--- src/rtl/bri_sw_pkg.sv ---
`default_nettype none
// ============================================================================
//  Module      : bri_sw_pkg
//  Description : Shared types and constants for the bridge/dump ownership
//                arbiter: FSM state encoding, sequencer side constants and
//                the round-robin winner selection helper.
//  Revision    : 1.0 - initial release
// ============================================================================
package bri_sw_pkg;

  typedef enum logic [1:0] {
    ST_IDLE = 2'd0,
    ST_DEAD = 2'd1,
    ST_OWN  = 2'd2
  } state_t;

  // Side encoding matches the mux select polarity: change=1 selects SEQ1
  localparam logic SIDE_SEQ1 = 1'b1;
  localparam logic SIDE_SEQ2 = 1'b0;

  // Lone requester wins; on a tie the side not currently selected wins
  function automatic logic rr_pick(input logic r1, input logic r2, input logic cur);
    if (r1 && r2) begin
      return ~cur;
    end else if (r1) begin
      return SIDE_SEQ1;
    end else begin
      return SIDE_SEQ2;
    end
  endfunction

endpackage
`default_nettype wire

--- src/rtl/bri_sw_dead_timer.sv ---
`default_nettype none
// ============================================================================
//  Module      : bri_sw_dead_timer
//  Description : Loadable down-counter timing the blanking interval between
//                owners. Stops at zero; zero flag is high while idle at 0.
//  Revision    : 1.0 - initial release
// ============================================================================
module bri_sw_dead_timer #(
  parameter int W = 8
) (
  input  logic         clk_sys,
  input  logic         rst_n,
  input  logic         load,
  input  logic [W-1:0] load_val,
  output logic         zero
);

  logic [W-1:0] cnt;

  // Load has priority; otherwise count down and park at zero
  always_ff @(posedge clk_sys) begin
    if (!rst_n) begin
      cnt <= '0;
    end else if (load) begin
      cnt <= load_val;
    end else if (cnt != '0) begin
      cnt <= cnt - W'(1);
    end
  end

  assign zero = (cnt == '0);

endmodule
`default_nettype wire

--- src/rtl/bri_sw_arbiter.sv ---
`default_nettype none
// ============================================================================
//  Module      : bri_sw_arbiter
//  Description : Hands bridge/dump mux ownership between SEQ1 and SEQ2 with
//                a blanked dead-time on every owner change. All outputs are
//                registered. Optional hold watchdog enabled by defining
//                BRI_SW_WDOG_EN.
//  Revision    : 1.0 - initial release
// ============================================================================
module bri_sw_arbiter
  import bri_sw_pkg::*;
#(
  parameter int DEAD_CYC = 16,
  parameter int CNT_W    = 16,
  parameter int WDOG_W   = 24,
  parameter int HOLD_MAX = 5000000
) (
  input  logic             clk_sys,
  input  logic             rst_n,
  input  logic             req1,
  input  logic             req2,
  output logic             grant1,
  output logic             grant2,
  output logic             change,
  output logic             blank,
  output logic [CNT_W-1:0] sw_cnt,
  output logic             fault,
  input  logic             fault_clr
);

  localparam logic [7:0] DEAD_LOAD = 8'(DEAD_CYC - 1);

  state_t           state, state_nxt;
  logic             owner, owner_nxt;
  logic             change_nxt;
  logic [CNT_W-1:0] sw_cnt_nxt;
  logic             grant_on;
  logic             dead_load;
  logic             dead_zero;
  logic             owner_req;
  logic             eff_req1, eff_req2;
  logic             win;
  logic             trip;
  logic             mask1, mask2;

  assign owner_req = (owner == SIDE_SEQ1) ? req1 : req2;
  assign eff_req1  = req1 & ~mask1;
  assign eff_req2  = req2 & ~mask2;
  assign win       = rr_pick(eff_req1, eff_req2, change);

  bri_sw_dead_timer #(
    .W (8)
  ) u_dead_timer (
    .clk_sys  (clk_sys),
    .rst_n    (rst_n),
    .load     (dead_load),
    .load_val (DEAD_LOAD),
    .zero     (dead_zero)
  );

  // Next-state, ownership and output decode; blanked with no grant by default
  always_comb begin
    state_nxt  = state;
    owner_nxt  = owner;
    change_nxt = change;
    sw_cnt_nxt = sw_cnt;
    grant_on   = 1'b0;
    dead_load  = 1'b0;
    case (state)
      ST_IDLE: begin
        if (eff_req1 || eff_req2) begin
          owner_nxt = win;
          if (win == change) begin
            state_nxt = ST_OWN;
            grant_on  = 1'b1;
          end else begin
            // Mux flips only here, while everything is still blanked
            change_nxt = ~change;
            sw_cnt_nxt = sw_cnt + CNT_W'(1);
            dead_load  = 1'b1;
            state_nxt  = ST_DEAD;
          end
        end
      end
      ST_DEAD: begin
        if (!owner_req) begin
          state_nxt = ST_IDLE;
        end else if (dead_zero) begin
          state_nxt = ST_OWN;
          grant_on  = 1'b1;
        end
      end
      ST_OWN: begin
        if (!owner_req || trip) begin
          state_nxt = ST_IDLE;
        end else begin
          grant_on = 1'b1;
        end
      end
      default: begin
        state_nxt = ST_IDLE;
      end
    endcase
  end

  // State and registered outputs
  always_ff @(posedge clk_sys) begin
    if (!rst_n) begin
      state  <= ST_IDLE;
      owner  <= SIDE_SEQ1;
      change <= 1'b1;
      grant1 <= 1'b0;
      grant2 <= 1'b0;
      blank  <= 1'b1;
      sw_cnt <= '0;
    end else begin
      state  <= state_nxt;
      owner  <= owner_nxt;
      change <= change_nxt;
      grant1 <= grant_on & (owner_nxt == SIDE_SEQ1);
      grant2 <= grant_on & (owner_nxt == SIDE_SEQ2);
      blank  <= ~grant_on;
      sw_cnt <= sw_cnt_nxt;
    end
  end

`ifdef BRI_SW_WDOG_EN
  logic [WDOG_W-1:0] wdog_cnt;

  // Trip on the HOLD_MAX-th consecutive cycle of ownership
  assign trip = (state == ST_OWN) && owner_req &&
                (wdog_cnt == WDOG_W'(HOLD_MAX - 1));

  // Hold timer, sticky fault (trip beats clear) and per-side lockout
  always_ff @(posedge clk_sys) begin
    if (!rst_n) begin
      wdog_cnt <= '0;
      fault    <= 1'b0;
      mask1    <= 1'b0;
      mask2    <= 1'b0;
    end else begin
      wdog_cnt <= (state == ST_OWN) ? wdog_cnt + WDOG_W'(1) : '0;
      if (trip) begin
        fault <= 1'b1;
      end else if (fault_clr) begin
        fault <= 1'b0;
      end
      if (trip && (owner == SIDE_SEQ1)) begin
        mask1 <= 1'b1;
      end else if (!req1) begin
        mask1 <= 1'b0;
      end
      if (trip && (owner == SIDE_SEQ2)) begin
        mask2 <= 1'b1;
      end else if (!req2) begin
        mask2 <= 1'b0;
      end
    end
  end
`else
  logic [WDOG_W-1:0] unused_wdog;

  assign trip        = 1'b0;
  assign mask1       = 1'b0;
  assign mask2       = 1'b0;
  assign fault       = 1'b0;
  assign unused_wdog = WDOG_W'(HOLD_MAX) ^ {WDOG_W{fault_clr}};
`endif

endmodule
`default_nettype wire

--- config.mk ---
export PLATFORM = sky130hd
export DESIGN_NAME = bri_sw_arbiter
export DESIGN_NICKNAME = d
export VERILOG_FILES = /design/src/rtl/bri_sw_pkg.sv /design/src/rtl/bri_sw_dead_timer.sv /design/src/rtl/bri_sw_arbiter.sv
export SDC_FILE = /design/constraint.sdc
export NUM_CORES = 1
export LEC_CHECK = 0
export ABC_AREA = 0
export ABC_CLOCK_PERIOD_IN_PS = 2700
export CAP_MARGIN = 0
export CORE_ASPECT_RATIO = 1.4
export CORE_MARGIN = 1
export CORE_UTILIZATION = 46
export DETAILED_ROUTE_END_ITERATION = 10
export PLACE_DENSITY = 0.71
export SYNTH_ARGS = -nofsm -noshare
export SYNTH_HDL_FRONTEND = slang
export SYNTH_SLANG_ARGS = --single-unit
--- constraint.sdc ---
create_clock -name clk_sys -period 2.7 [get_ports clk_sys]
set_input_delay 0.54 -clock clk_sys [delete_from_list [all_inputs] [get_ports clk_sys]]
set_output_delay 0.54 -clock clk_sys [all_outputs]
set_load 0.01 [all_outputs]
Word-level counts from Yosys, hierarchy flattened
Index checks and enable logic that the tools add are counted.
Storage, ports and cells
  logic and storage cells: 55
  input port bits: 5
  output and inout port bits: 21
  register bits: 31
Operators by class
  add/sub/neg operators: 2
  mux-type cells: 22
  reductions and logical operators: 9
  bitwise logic cells: 7
  equality and inequality tests: 6
Operators with widths (number)
  $add A16 B1 Y16 const B: 1
  $mux W1: 13
  $mux W2: 5
  $logic_not A8 Y1: 1
  $mux W4: 2
  $reduce_bool A8 Y1: 1
  $sub A8 B1 Y8 const B: 1
  $pmux W2 S3: 1
  $reduce_and A3 Y1: 2
  $not A1 Y1: 5
  $ne A2 B2 Y1 const B: 2
  $ne A3 B3 Y1 const B: 1
  $pmux W1 S3: 1
  $and A1 B1 Y1: 2
  $eq A2 B1 Y1 const B: 1
  $eq A2 B2 Y1 const B: 1
  $logic_not A2 Y1: 1
  $reduce_bool A2 Y1: 1
  $reduce_or A2 Y1: 1
  $eq A1 B1 Y1: 1
  $logic_and A1 B1 Y1: 1
  $logic_or A1 B1 Y1: 1

Longest topological paths before layout
Gate-level depths: netlist (run 1).
  depth in word-level cells: 7
  depth in mapped cells: 6
  gate-level depth less buffers: 6

Cells and area by module
A second synthesis (run 1) with hierarchy kept.
Second synthesis, totals
  cell total of the unflattened synthesis: 170
  area total of the unflattened synthesis: 1531.5 um2
By module, submodules not included
  bri_sw_arbiter: area each 1073.5 um2, sequential area each 460.4 um2, cells each 119, times used 1
  bri_sw_dead_timer: area each 457.9 um2, sequential area each 160.2 um2, cells each 51, times used 1

Worst setup path before layout (run 1)
OpenSTA, ideal clock, no wires.
  path kind: register to register
  from: reg sw_cnt[0]
  to: reg sw_cnt[14]
  data arrival time: 1.631 ns
  buffers on the path: 0
  required time: 2.630 ns
  period minus slack after synthesis: 1.701 ns
  path slack: 0.999 ns
  stages on the path, launching flop included: 6
  setup time: 0.070 ns
  cell sequence: dfxtp_1 ha_1 or3b_4 nand4b_4 or3_1 a21oi_1
On the way
  longest elaborated chain between the ends: 1
RTL lines
  start: declaration: line bri_sw_arbiter.sv:26  | output logic [CNT_W-1:0] sw_cnt,
  start signal: assignment: line bri_sw_arbiter.sv:123  | sw_cnt <= sw_cnt_nxt;
  $add A16 B1 Y16: line bri_sw_arbiter.sv:79  | sw_cnt_nxt = sw_cnt + CNT_W'(1);
No other way between the ends.
A chain may end at the register's enable or synchronous reset.

Worst setup path after layout (run 1)
  from: in req1
  to: reg u_dead_timer.cnt[3]
On the way
  longest elaborated chain between the ends: 7
  elaborated cells on any way between the ends: 10
  those cells by class: 1 x eq/ne; 6 x mux; 3 x reduce/logical
RTL lines
  start: declaration: line bri_sw_arbiter.sv:20  | input logic req1,
  $mux W1 or $logic_and A1 B1 Y1 (tied branches): line bri_sw_pkg.sv:25, bri_sw_pkg.sv:23
  $mux W1: line bri_sw_pkg.sv:23  | if (r1 && r2) begin
  $eq A1 B1 Y1: line bri_sw_arbiter.sv:73  | if (win == change) begin
  $mux W1: line bri_sw_arbiter.sv:73
  $mux W1 *: line bri_sw_arbiter.sv:71  | if (eff_req1 || eff_req2) begin
  $mux W1 *: line bri_sw_arbiter.sv:69  | case (state)
  $mux W4 or $reduce_bool A2 Y1 (tied branches)
  end signal: assignment: line bri_sw_dead_timer.sv:25  | cnt <= load_val;
  end signal: assignment: line bri_sw_dead_timer.sv:27  | cnt <= cnt - W'(1);
  end: declaration: line bri_sw_dead_timer.sv:18  | logic [W-1:0] cnt;
Every way passes the cells marked *; elsewhere a longest branch is shown, timed or not.

==> reports/metrics.yaml, run 1 <==
logic_synthesis:
  ys_top_cells_by_count: "31 x dfxtp_1, 21 x nor2_1, 13 x nand2_1"
  synth_mux_area_share_pct: 2.17
  synthTopCellsByArea: "dfxtp_1 43%, xnor2_1 6.7%, nor2_1 5.5%"
  synth_top_family_by_area: "simple AND/OR/NAND/NOR gates"
  synthFlopType: "dfxtp_1"
  synth_top_area_share_pct: 43.1
  synthSimpleGateAreaFrac_pct: 28.4
  synth-warning-count: 0
  seq_area_frac_synth_pct: 43.1
  syn_nets: 170
  synth_seq_cells: 31
  synth_cell_types: 42
  synthXorXnorAreaFrac_pct: 8.52
  netlist_area_sq_um: 1440
  avgSynthCellArea_sq_um: 8.88
  yosys.area_share.adder_pct: 2.61
  synth_most_common_cell: "dfxtp_1"
  synth_area_leader_cell: "dfxtp_1"
  ys_async_sr_fraction_pct: 0
  syn_inst: 162
  synth_compound_area_share_pct: 11.9
  synth_edf_count: 0
global_routing:
  grt_pass1_wl_mm: 5.18
  met1_usage_pct: 21.4
  grt_pass1_vias: 1200
  grt_use_met2_pct: 37.0
  grt-busiest-layer: "met2"
  grt_max_degree: 20
  use_met3_pct: 5.56
  grt_overflow: 0
  antenna_found_initial: 0
  grt_usage_pct: 20.7
setup_path:
  cp.arrival_ps: 2230
  crit_chain: "clkdlybuf4s50_1 -> mux2i_1 -> nor3_2 -> nor3_1 -> a311oi_1"
  crit_required_ps: 2890
  max_stage_delay_ps: 620
  cp-start-kind: "input pin"
  cp_slowest_cell: "clkdlybuf4s50_1"
  endpoint_kind: "flip-flop"
  path_max_fanout: 8
  worst-path-buf-inv: 1
  cp_top_family: "buffers and inverters"
  crit_type: "input pin to flip-flop"
floorplanning:
  die_h_microns: 68.2
  num_io_pins: 26
  start_util_pct: 49.5
  die-area_sq_um: 3360
  row_count: 23
  core_sq_um: 2910
  die_x_microns: 49.3
final_layout:
  design_area_sq_um: 1780
  final_nets: 196
  fill_cells: 271
  final_cells: 226
  post-route-util_pct: 61.3
  drive_gt1_share_pct: 6.88
  diodes: 0
  syn2layout_area_growth_pct: 23.7
route:
  vias_per_cell: 5.49
  detail-route-antenna-nets: 0
  drt_iter0_markers: 38
  wl_mm: 2.96
  drc: 0
  drt_pass1_iterations: 4
  vias: 1240
  routedWlPerCell_microns: 13.1
flow_run:
  maxCapViolCount: 0
timing:
  period_share_pct: 75.5
  tightest_slew_ps: 631
  holdWs_ps: 500
  period_needed_ps: 2040
  finalSetupViolations: 0
  fmaxAchievable_ghz: 0.491
  tns_ps: 0
  rsz0062_at_grt: "no"
  timing.slew.headroom_pct: 56.7
  skew_ps: 5.59
  setup_ws_ps: 662
  finalMaxSlewViolations: 0
  hold_viol: 0
placed_design:
  gp_congestion: 0.789
  place_area_sq_um: 1700
  dp_hpwl_mm: 2.18
  dp.cells: 218
  io_buffer_count: 23
  pre_cts_slack_ps: 394
power:
  cellLeakagePower_nw: 0.656
  power_mw: 1.33
  vdd_drop_max_uv: 496
  p_per_area_nw_per_um2: 748
status:
  status: "complete, no violations"
clock_network:
  ctsHoldBuffers: 0
  cts_resized: 0
  cts_buffer_depth: 2
  path_clk_slew_ps: 60
  clk_latency_ps: 280
  cts-htree-levels: 2
  cts_buffers: 5
  cts_sinks: 31
  tritoncts: "done"
  post_cts_buffers: 0
  cts_root_buf: "clkbuf_8"
worst_hold_path:
  hp-class: "flip-flop to flip-flop"
cell usage in the layout (no fill, tap or decap), types with 2 or more instances in the layout:
cell	instances
or3_1	5
a32oi_1	2
xor2_1	3
clkbuf_8	5
and3_1	2
clkdlybuf4s50_1	23
nor2_1	21
a21oi_1	10
clkbuf_1	2
mux2i_1	2
nor3_1	5
and4_1	2
inv_1	5
nand2_1	13
dfxtp_1	31
ha_1	3
a311oi_1	2
xnor2_1	11
nand2b_1	2
o21ai_0	7
nor4_1	4
nand3_1	7
logic make-up after synthesis:
group | Yosys count
AND/OR/NAND/NOR | 73
flip-flops | 31
AO/OA/AOI/OAI | 27
XOR/XNOR | 14
buffers and inverters | 10
adder cells (fa/ha/maj) | 3
multiplexers | 3
other | 1
flip-flops by register name, summed over array words and instances (netlist names):
signal / count
change: 1
state: 2
u_dead_timer.cnt: 8
owner: 1
grant2: 1
sw_cnt: 16
grant1: 1
blank: 1
tightest hold or removal path, stage by stage (launching register included):
cell	delay, ps
dfxtp_1	320
o21ai_0	70
a21oi_1	60
worst paths after layout:
path	start	end	slack (ps)	cells after the start
worst max register to register	sw_cnt[0]$_SDFFE_PN0P_	sw_cnt[14]$_SDFFE_PN0P_	900	5
worst max-delay path	req1	u_dead_timer.cnt[3]$_SDFFE_PN0P_	660	5
worst min register to register	sw_cnt[15]$_SDFFE_PN0P_	sw_cnt[15]$_SDFFE_PN0P_	500	2
worst min-delay path	sw_cnt[15]$_SDFFE_PN0P_	sw_cnt[15]$_SDFFE_PN0P_	500	2
report_power, final:
group / switching, mW / internal, mW
Clock: 0.165 / 0.180
Sequential: 0.0718 / 0.528
Combinational: 0.209 / 0.178
per-layer routing:
metal | routed length [microns] | up-vias
met5 | 0 | -
met4 | 60 | 0
met3 | 156 | 8
met2 | 1490 | 30
met1 | 1250 | 575
li1 | - | 627
final cells by class:
type,instances,area (sq um),area share (%)
clock buffers,7,76.3,4.29
multi-input cells,121,776,43.6
repair buffers,24,238,13.4
well taps,37,46.3,2.60
inverters,5,18.8,1.05
clock inverters,1,5.00,0.281
flip-flops and latches,31,621,34.9
(Power assumes the default switching activity.)
==> inputs of run 2 (changes only) <==
Settings changed: ABC_CLOCK_PERIOD_IN_PS 2700 to 2100.
Clock period 2.7 ns to 2.1 ns, I/O delays scaled along.
==> reports/metrics.yaml, run 2 (synthesized netlist as in run 1, its figures left out) <==
status:
  status: "complete, no violations"  # unchanged
clock_network:
  ctsHoldBuffers: 0  # unchanged
  cts_sinks: 31  # unchanged
  cts_buffers: 5  # unchanged
  cts_root_buf: "clkbuf_8"  # unchanged
  cts_resized: 0  # unchanged
  tritoncts: "done"  # unchanged
  cts-htree-levels: 2  # unchanged
  path_clk_slew_ps: 60  # about the same
  cts_buffer_depth: 2  # unchanged
  post_cts_buffers: 0  # unchanged
  clk_latency_ps: 280  # about the same
global_routing:
  grt_pass1_vias: 1153  # was 1200
  antenna_found_initial: 0  # unchanged
  grt_max_degree: 11  # was 20
  grt_overflow: 0  # unchanged
  grt_usage_pct: 21.1  # was 20.7%
  grt_pass1_wl_mm: 5.25  # was 5.18 mm
setup_path:
  cp_slowest_cell: "clkdlybuf4s50_1"  # unchanged
  cp-startpoint: "change$_SDFFE_PN1P_"  # was req1
  cp-start-kind: "flip-flop"  # was input pin
  crit_type: "flip-flop to primary output"  # was input pin to flip-flop
  crit_chain: "clkdlybuf4s50_1"  # was clkdlybuf4s50_1 -> mux2i_1 -> nor3_2 -> nor3_1 -> a311oi_1
  path_max_fanout: 8  # unchanged
  max_stage_delay_ps: 590  # was 620 ps
  endpoint_kind: "primary output"  # was flip-flop
  cp_top_family: "buffers and inverters"  # unchanged
  rr_startpoint: "sw_cnt[1]$_SDFFE_PN0P_"  # was sw_cnt[0]$_SDFFE_PN0P_
  cp.arrival_ps: 1350  # was 2230 ps
  crit_required_ps: 1680  # was 2890 ps
  worst-path-buf-inv: 1  # unchanged
final_layout:
  final_common_cell: "dfxtp_1"  # unchanged
  fill_cells: 257  # was 271
  largest_reg_flops: 16  # unchanged
  design_area_sq_um: 1840  # was 1780 sq um
  drive_gt1_share_pct: 9.79  # was 6.88%
  most-common-layout-cells: "31 x dfxtp_1, 23 x clkdlybuf4s50_1, 21 x nor2_1"  # unchanged
  reg.largest.list: "sw_cnt (16), u_dead_timer.cnt (8), state (2)"  # unchanged
  post-route-util_pct: 63.2  # was 61.3%
  syn2layout_area_growth_pct: 27.7  # was 23.7%
  final_nets: 201  # was 196
  diodes: 0  # unchanged
  top_register: "sw_cnt"  # unchanged
floorplanning:
  num_io_pins: 26  # unchanged
  die_h_microns: 68.2  # unchanged
  row_count: 23  # unchanged
  core_sq_um: 2910  # unchanged
  die-area_sq_um: 3360  # unchanged
  die_x_microns: 49.3  # unchanged
  start_util_pct: 49.5  # unchanged
placed_design:
  dp_hpwl_mm: 2.23  # was 2.18 mm
  place_area_sq_um: 1740  # was 1700 sq um
  gp_congestion: 0.775  # was 0.789
  pre_cts_slack_ps: 137  # was 394 ps
  io_buffer_count: 23  # unchanged
power:
  cellLeakagePower_nw: 0.690  # was 0.656 nW
  p_switching_mw: 0.579  # was 0.445 mW
  p_seq_share_pct: 42.8  # was 45.0%
  p_sw_share_pct: 32.2  # was 33.4%
  p_per_area_nw_per_um2: 978  # was 748 nW/um^2
  power_frac_comb_pct: 28.9  # was 29.0%
  vdd_drop_max_uv: 719  # was 496 uV
  pwr-share-clk_pct: 28.3  # was 25.9%
  internal_power_mw: 1.22  # was 0.887 mW
timing:
  tns_ps: 0  # unchanged
  skew_ps: 2.95  # was 5.59 ps
  timing.slew.headroom_pct: 62.9  # was 56.7%
  finalSetupViolations: 0  # unchanged
  finalMaxSlewViolations: 0  # unchanged
  tightest_slew_ps: 551  # was 631 ps
  period_share_pct: 84.4
  setup_ws_ps: 328  # was 662 ps
  fmaxAchievable_ghz: 0.564
  rsz0062_at_grt: "no"  # unchanged
  period_needed_ps: 1770
  holdWs_ps: 493  # was 500 ps
  hold_viol: 0  # unchanged
route:
  drc: 0  # unchanged
  wl_mm: 3.09  # was 2.96 mm
  drt_pass1_iterations: 4  # unchanged
  vias_per_cell: 5.52  # was 5.49
  drt_iter0_markers: 22  # was 38
  vias: 1274  # was 1240
  detail-route-antenna-nets: 0  # unchanged
  routedWlPerCell_microns: 13.4  # was 13.1 microns
worst_hold_path:
  hp-class: "flip-flop to flip-flop"  # unchanged
  hold_start: "sw_cnt[15]$_SDFFE_PN0P_"  # unchanged
flow_run:
  maxCapViolCount: 0  # unchanged
-- run 2: cell types whose count changed in the layout (fill, tap and decap cells not counted) --
cell      delta
buf_4        +5
clkbuf_8     +2
clkbuf_1     -1
clkinv_2     -1
-- run 2: path summary, 6_finish.rpt --
path	end	slack (ps)	cells after the start
hold / removal	sw_cnt[15]$_SDFFE_PN0P_	490	2
hold reg to reg	sw_cnt[15]$_SDFFE_PN0P_	490	2
setup reg to reg	sw_cnt[14]$_SDFFE_PN0P_	340	5
setup / recovery	change	330	1
-- run 2: final cells by class --
cell class	count	area (sq um)	share of cell area, %
Timing Repair Buffer	29	275	15.0
Inverter	5	18.8	1.02
Sequential cell	31	621	33.8
Tap cell	37	46.3	2.52
Clock buffer	8	100	5.45
Multi-Input combinational cell	121	776	42.2
-- run 2: through the flow --
| stage | instances | power (mW) |
|---|---|---|
| 2_1_floorplan | 162 | 1.14 |
| 6_report | 231 | 1.80 |
| 3_3_place_gp | 223 | 1.27 |
| 5_1_grt | 231 | 1.92 |
| 4_1_cts | 231 | 1.82 |
| 3_5_place_dp | 223 | 1.30 |
-- run 2: per-layer routing --
layer	GRT usage (%)	wire [microns]
met5	0	0
met4	10.3	64
met3	6.89	166
met2	37.3	1560
met1	22.6	1300
-- run 2: power groups by stage --
stage               Clock [mW]  Sequential, mW  Combinational, mW
floorplan                    0           0.769              0.373
global placement             0           0.771              0.494
detailed placement           0           0.779              0.518
CTS                      0.526           0.767              0.524
global route             0.553           0.782              0.582
finish                   0.509           0.769              0.519
